**src/rtl/wb_regfile_pkg.sv**
```systemverilog
// Pipeline defines shared by MEM/WB, the control unit and the write-back stage.
package wb_regfile_pkg;

  localparam logic [1:0] MEMTOREG_ALU  = 2'b00;
  localparam logic [1:0] MEMTOREG_MEM  = 2'b01;
  localparam logic [1:0] MEMTOREG_LINK = 2'b10;

  localparam logic [4:0] REG_ZERO = 5'd0;

  // Sign-extend the low halfword of a load result to 32 bits.
  function automatic logic [31:0] sext_half(input logic [31:0] word);
    return {{16{word[15]}}, word[15:0]};
  endfunction

endpackage

```
**src/rtl/wb_select.sv**
```systemverilog
// Write-back source mux: ALU result, (halfword-sized) load data or link address.
module wb_select
  import wb_regfile_pkg::*;
#(
  parameter int unsigned DATA_W = 32
) (
  input  logic [1:0]        mem_to_reg,
  input  logic              halfbyte,
  input  logic [DATA_W-1:0] read_data,
  input  logic [DATA_W-1:0] alu_result,
  input  logic [DATA_W-1:0] pc_add_result,
  output logic [DATA_W-1:0] write_data_c
);

  // The reserved select value 2'b11 falls through to the ALU result.
  always_comb begin
    write_data_c = alu_result;
    case (mem_to_reg)
      MEMTOREG_MEM:  write_data_c = halfbyte ? sext_half(read_data) : read_data;
      MEMTOREG_LINK: write_data_c = pc_add_result;
      default:       write_data_c = alu_result;
    endcase
  end

endmodule

```
**src/rtl/wb_regfile.sv**
```systemverilog
// Write-back stage plus 32x32 architectural register file with two ID read
// ports, same-cycle write-to-read bypass and a committed-write counter.
module wb_regfile
  import wb_regfile_pkg::*;
#(
  parameter int unsigned DATA_W   = 32,
  parameter int unsigned NUM_REGS = 32,
  parameter int unsigned ADDR_W   = 5
) (
  input  logic              Clk,
  input  logic              Reset,
  input  logic              WB_RegWrite,
  input  logic [1:0]        WB_MemToReg,
  input  logic              WB_halfbyte,
  input  logic [DATA_W-1:0] WB_Read,
  input  logic [DATA_W-1:0] WB_ALUResult,
  input  logic [DATA_W-1:0] WB_PCAddResult,
  input  logic [ADDR_W-1:0] WB_RegDst,
  input  logic [ADDR_W-1:0] ReadRegister1,
  input  logic [ADDR_W-1:0] ReadRegister2,
  output logic [DATA_W-1:0] ReadData1,
  output logic [DATA_W-1:0] ReadData2,
  output logic [DATA_W-1:0] WriteData,
  output logic [DATA_W-1:0] WriteCount
);

  logic [DATA_W-1:0] regs_q [NUM_REGS];
  logic [DATA_W-1:0] regs_d [NUM_REGS];
  logic [DATA_W-1:0] write_count_q;
  logic [DATA_W-1:0] write_count_d;
  logic              commit_c;

  wb_select #(.DATA_W(DATA_W)) u_wb_select (
    .mem_to_reg    (WB_MemToReg),
    .halfbyte      (WB_halfbyte),
    .read_data     (WB_Read),
    .alu_result    (WB_ALUResult),
    .pc_add_result (WB_PCAddResult),
    .write_data_c  (WriteData)
  );

  // Writes to $0 are dropped and reset suppresses both the write and the bypass.
  assign commit_c = WB_RegWrite && (WB_RegDst != ADDR_W'(REG_ZERO)) && !Reset;

  always_comb begin
    regs_d        = regs_q;
    write_count_d = write_count_q;
    if (commit_c) begin
      regs_d[WB_RegDst] = WriteData;
      write_count_d     = write_count_q + DATA_W'(1);
    end
  end

  always_ff @(posedge Clk) begin
    if (Reset) begin
      for (int i = 0; i < int'(NUM_REGS); i++) regs_q[i] <= '0;
      write_count_q <= '0;
    end else begin
      regs_q        <= regs_d;
      write_count_q <= write_count_d;
    end
  end

  always_comb begin
    ReadData1 = '0;
    if (ReadRegister1 != ADDR_W'(REG_ZERO)) begin
      if (commit_c && (ReadRegister1 == WB_RegDst)) ReadData1 = WriteData;
      else                                          ReadData1 = regs_q[ReadRegister1];
    end
  end

  always_comb begin
    ReadData2 = '0;
    if (ReadRegister2 != ADDR_W'(REG_ZERO)) begin
      if (commit_c && (ReadRegister2 == WB_RegDst)) ReadData2 = WriteData;
      else                                          ReadData2 = regs_q[ReadRegister2];
    end
  end

  assign WriteCount = write_count_q;

endmodule

```
**config.mk**
```make
export PLATFORM = sky130hd
export DESIGN_NAME = wb_regfile
export DESIGN_NICKNAME = d
export VERILOG_FILES = /design/src/rtl/wb_regfile_pkg.sv /design/src/rtl/wb_select.sv /design/src/rtl/wb_regfile.sv
export SDC_FILE = /design/constraint.sdc
export NUM_CORES = 2
export LEC_CHECK = 0
export BUFFER_PORTS_ARGS = -buffer_cell sky130_fd_sc_hd__buf_2
export CAP_MARGIN = 20
export CELL_PAD_IN_SITES_DETAIL_PLACEMENT = 1
export CELL_PAD_IN_SITES_GLOBAL_PLACEMENT = 2
export CORE_MARGIN = 10
export CORE_UTILIZATION = 34
export DETAILED_ROUTE_END_ITERATION = 10
export PLACE_DENSITY = 0.84
export RECOVER_POWER = 100
export SLEW_MARGIN = 20
export SYNTH_ARGS = -nofsm -noshare
export SYNTH_HDL_FRONTEND = slang
export SYNTH_HIERARCHICAL = 1
export SYNTH_SLANG_ARGS = --single-unit
```
**constraint.sdc**
```tcl
create_clock -name Clk -period 2.1 [get_ports Clk]
set_input_delay 0.21 -clock Clk [delete_from_list [all_inputs] [get_ports Clk]]
set_output_delay 0.21 -clock Clk [all_outputs]
set_load 0.01 [all_outputs]
```
==> metrics.md <==
| Metric | Value |
|---|---|
| Area of the multi-input gates | 34,600 µm² |
| Routed len/inst | 29.7 µm |
| Startpoint types | register |
| Clock network power share | 0.439 |
| Vias in the first global route | 59,671 |
| Grt ovf | 0 |
| Post-DP HPWL | 189 mm |
| Post-Synth Adder-Cell Area | 0.000676 |
| Simple-gate share of the synthesized area | 0.191 |
| Maximum vdd drop | 0.000610 V |
| Starting Density | 0.342 |
| Max Cap Viol | 0 |
| Die ar. | 180,000 µm² |
| Finished layout cell area | 73,200 µm² |
| Most common cell after layout, fill and taps aside | nand2_1 |
| CP arrival | 2.72 ns |
| Register area | 21,400 µm² |
| Clock skew | 0.00585 ns |
| Reg2Reg Setup Slack | 0 ns |
| Max Clock Freq | 341 MHz |
| Syn_nets | 6,851 |
| Clock Sinks | 1,056 |
| Critical path peak fanout | 2 |
| Yosys warns | 6 |
| Syn Inst Count | 6,731 |
| Asr flop ratio synth | 0 |
| Largest family of logic cells by synthesized area | multiplexers |
| Iter 0 DRT Violations | 5,959 |
| Crit Path Class | reg -> out |
| Tcrit/Tclk final | 1.39 |
| Io pins | 245 |
| Port Buffers | 244 |
| Routed Antenna Nets | 0 |
| Sw power | 13.8 mW |
| Placed instance area | 66,200 µm² |
| First-pass GRT wire length | 409 mm |
| Pins Over Slew Limit | 0 |
| Pleak | 25.8 nW |
| Compound-Gate Fraction of Synth Area | 0.153 |
| Number of CTS-inserted buffers | 116 |
| FF-to-FF End | WriteCount[29]$_SDFFE_PP0P_ |
| Synth Area in XOR/XNOR | 0.00473 |
| Avg Inst Size Synth | 8.25 µm² |
| RSZ-0062 raised after global routing | true |
| Hold path depth | 6 |
| Worst Hold Class | in -> reg |
| Worst r2r src | WriteCount[4]$_SDFFE_PP0P_ |
| Number of enable flip-flop cells after synthesis | 0 |
| H-tree depth | 3 |
| Crit. End Element | output pin |
| Worst Setup SP | regs_q[212]$_SDFFE_PP0P_ |
| Final std cells w/o fill | 9,544 |
| Register area share after synthesis | 0.381 |
| Vias per inst | 6.03 |
| Nets@finish | 7,392 |
| Reg clk slew, reported paths | 0.06 ns |
| Slew HR | 0.0951 |
| Row count | 148 |
| Switch share | 0.282 |
| DR vias | 57,541 |
| Sequential share of power | 0.412 |
| Combinational power share | 0.150 |
| Area Overhead vs Synth | 31.8% |
| Latest clock arrival within the worst-skew pair | 0.73 ns |
| Setup TNS Final | -487.60 ns |
| Clk buf depth | 3 |
| GRT Total Usage | 0.300 |
| TritonCTS clock tree | done |
| Worst Path Required | 1.89 ns |
| GPL Wtd Cong | 0.947 |
| Fillers | 18,722 |
| Antenna violations before repair | 2 |
| Placed Instances | 9,315 |
| Die W | 424 µm |
| Top_reg_cell synth | dfxtp_1 |
| Drt total wl | 284 mm |
| Most frequent cells in the layout | 2,043 x nand2_1, 1,025 x a21oi_1, 881 x dfxtp_1 |
| R2R depth | 6 |
| Setup ws final | -0.829 ns |
| Die Height | 424 µm |
| CTS Root Cell | clkbuf_16 |
| Pwr/cell area | 669 nW/µm² |
| Status | complete, but fails checks |
| Pin count of the biggest net entering global routing | 215 |
| Worst-Margin Slew | 1.36 ns |
| Total power | 49.0 mW |
| Mapped Area | 55,500 µm² |
| Hold Violations, Final | 0 |
| Setup violations, final | 1,092 |
| Post-synthesis mux area share | 0.217 |
| Failing checks | setup timing |
| Core area | 163,000 µm² |
| Layout cells sized above 1 | 0.338 |
| Dpl ws | -1.00 ns |
| Min Hold Slack | 0.117 ns |
| Int Pwr | 35.1 mW |
| Min-delay src | WB_ALUResult[12] |
| Post-synthesis register bit count | 1,056 |
| Final Util | 0.450 |
| Yosys cell types | 51 |
| # DRC | 0 |
| Pre-antenna DRT Iters | 6 |
| Endpoint, Worst Hold | regs_q[332]$_SDFFE_PP0P_ |
| Post-layout minimum cycle time | 2.93 ns |
[cells by family after synthesis]
group / Yosys count
buffers and inverters: 678
AOI/OAI and AO/OA: 1525
xor gates and xnor gates: 30
and+or+nand+nor: 2599
muxes: 840
adders and majority gates: 3
DFF: 1056
[metal layers]
| metal | part of all wire | wire, µm | track usage |
|---|---|---|---|
| met3 | 0.082 | 23400 | 0.0538 |
| met4 | 0.090 | 25400 | 0.234 |
| met2 | 0.45 | 128000 | 0.474 |
| met1 | 0.38 | 107000 | 0.360 |
| met5 | 0.000046 | 13 | 0 |
[synthesized netlist by cell type, types with 8 or more instances]
| cell | number | share of area |
|---|---|---|
| or3_1 | 14 | 0.0016 |
| nor4_1 | 63 | 0.0071 |
| o21ai_0 | 87 | 0.0078 |
| buf_2 | 233 | 0.021 |
| a21oi_1 | 1067 | 0.096 |
| inv_1 | 10 | 0.00068 |
| nand2b_1 | 8 | 0.00090 |
| nor2b_1 | 106 | 0.012 |
| o22ai_1 | 191 | 0.022 |
| mux4_2 | 252 | 0.10 |
| mux2_2 | 381 | 0.077 |
| buf_4 | 21 | 0.0028 |
| xnor2_1 | 9 | 0.0014 |
| nor2_1 | 184 | 0.012 |
| xor2_1 | 21 | 0.0033 |
| o211ai_2 | 10 | 0.0023 |
| dfxtp_1 | 1056 | 0.38 |
| nor3_1 | 71 | 0.0064 |
| buf_1 | 28 | 0.0019 |
| a22oi_1 | 16 | 0.0022 |
| nand3_1 | 18 | 0.0016 |
| a211oi_1 | 71 | 0.0096 |
| mux2i_1 | 207 | 0.037 |
| clkbuf_1 | 378 | 0.026 |
| nand4_1 | 14 | 0.0016 |
| nand2_1 | 2072 | 0.14 |
| nand3b_1 | 20 | 0.0027 |
| a2111oi_0 | 68 | 0.011 |
[layout make-up]
| type | instances | area share |
|---|---|---|
| clock buffers | 175 | 0.0473 |
| diodes | 1 | 0.0000342 |
| flip-flops and latches | 1056 | 0.292 |
| well taps | 2175 | 0.0372 |
| inverters | 10 | 0.000513 |
| repair buffers | 1091 | 0.145 |
| multi-input cells | 4997 | 0.472 |
| clock inverters | 39 | 0.00608 |
[state kept, by name, indices dropped and copies added, names as in the netlist]
signal and flops:
regs_q 1024, WriteCount 32
[worst max path at each step]
stage | to | slack [ns]
after floorplan | ReadData1[11] | 0.03
after global placement | ReadData1[3] | -1.04
after detailed placement | ReadData1[29] | -1.00
after CTS | ReadData1[20] | -0.85
after global routing | ReadData1[20] | -0.85
final | ReadData1[20] | -0.83
[worst max-delay path, cell delays in order, from the launching register on]
cell and delay, ns:
dfxtp_2 0.33, buf_6 0.11, mux4_2 0.49, mux2i_4 0.26, nor2_2 0.06, nor4_2 0.29
a21oi_1 0.11, buf_4 0.19, buf_6 0.13
[power by group through the flow]
stage / sequential [mW] / clock [mW] / combinational [mW]
3_3_place_gp: 20.6 / 0 / 6.56
5_1_grt: 20.1 / 22.4 / 7.45
6_report: 20.2 / 21.5 / 7.33
3_5_place_dp: 20.6 / 0 / 6.61
2_1_floorplan: 20.6 / 0 / 2.84
4_1_cts: 20.1 / 21.6 / 7.04
[repair_timing]
action	in CTS	in global routing
endpoints found under the setup margin	75	90
buffers inserted	36	24
gates cloned	1	0
endpoints found under the hold margin	10	0
pin swaps	148	92
resized for setup	525	256
hold buffers	2	0
No activity file was read; power rests on OpenSTA's default activity.
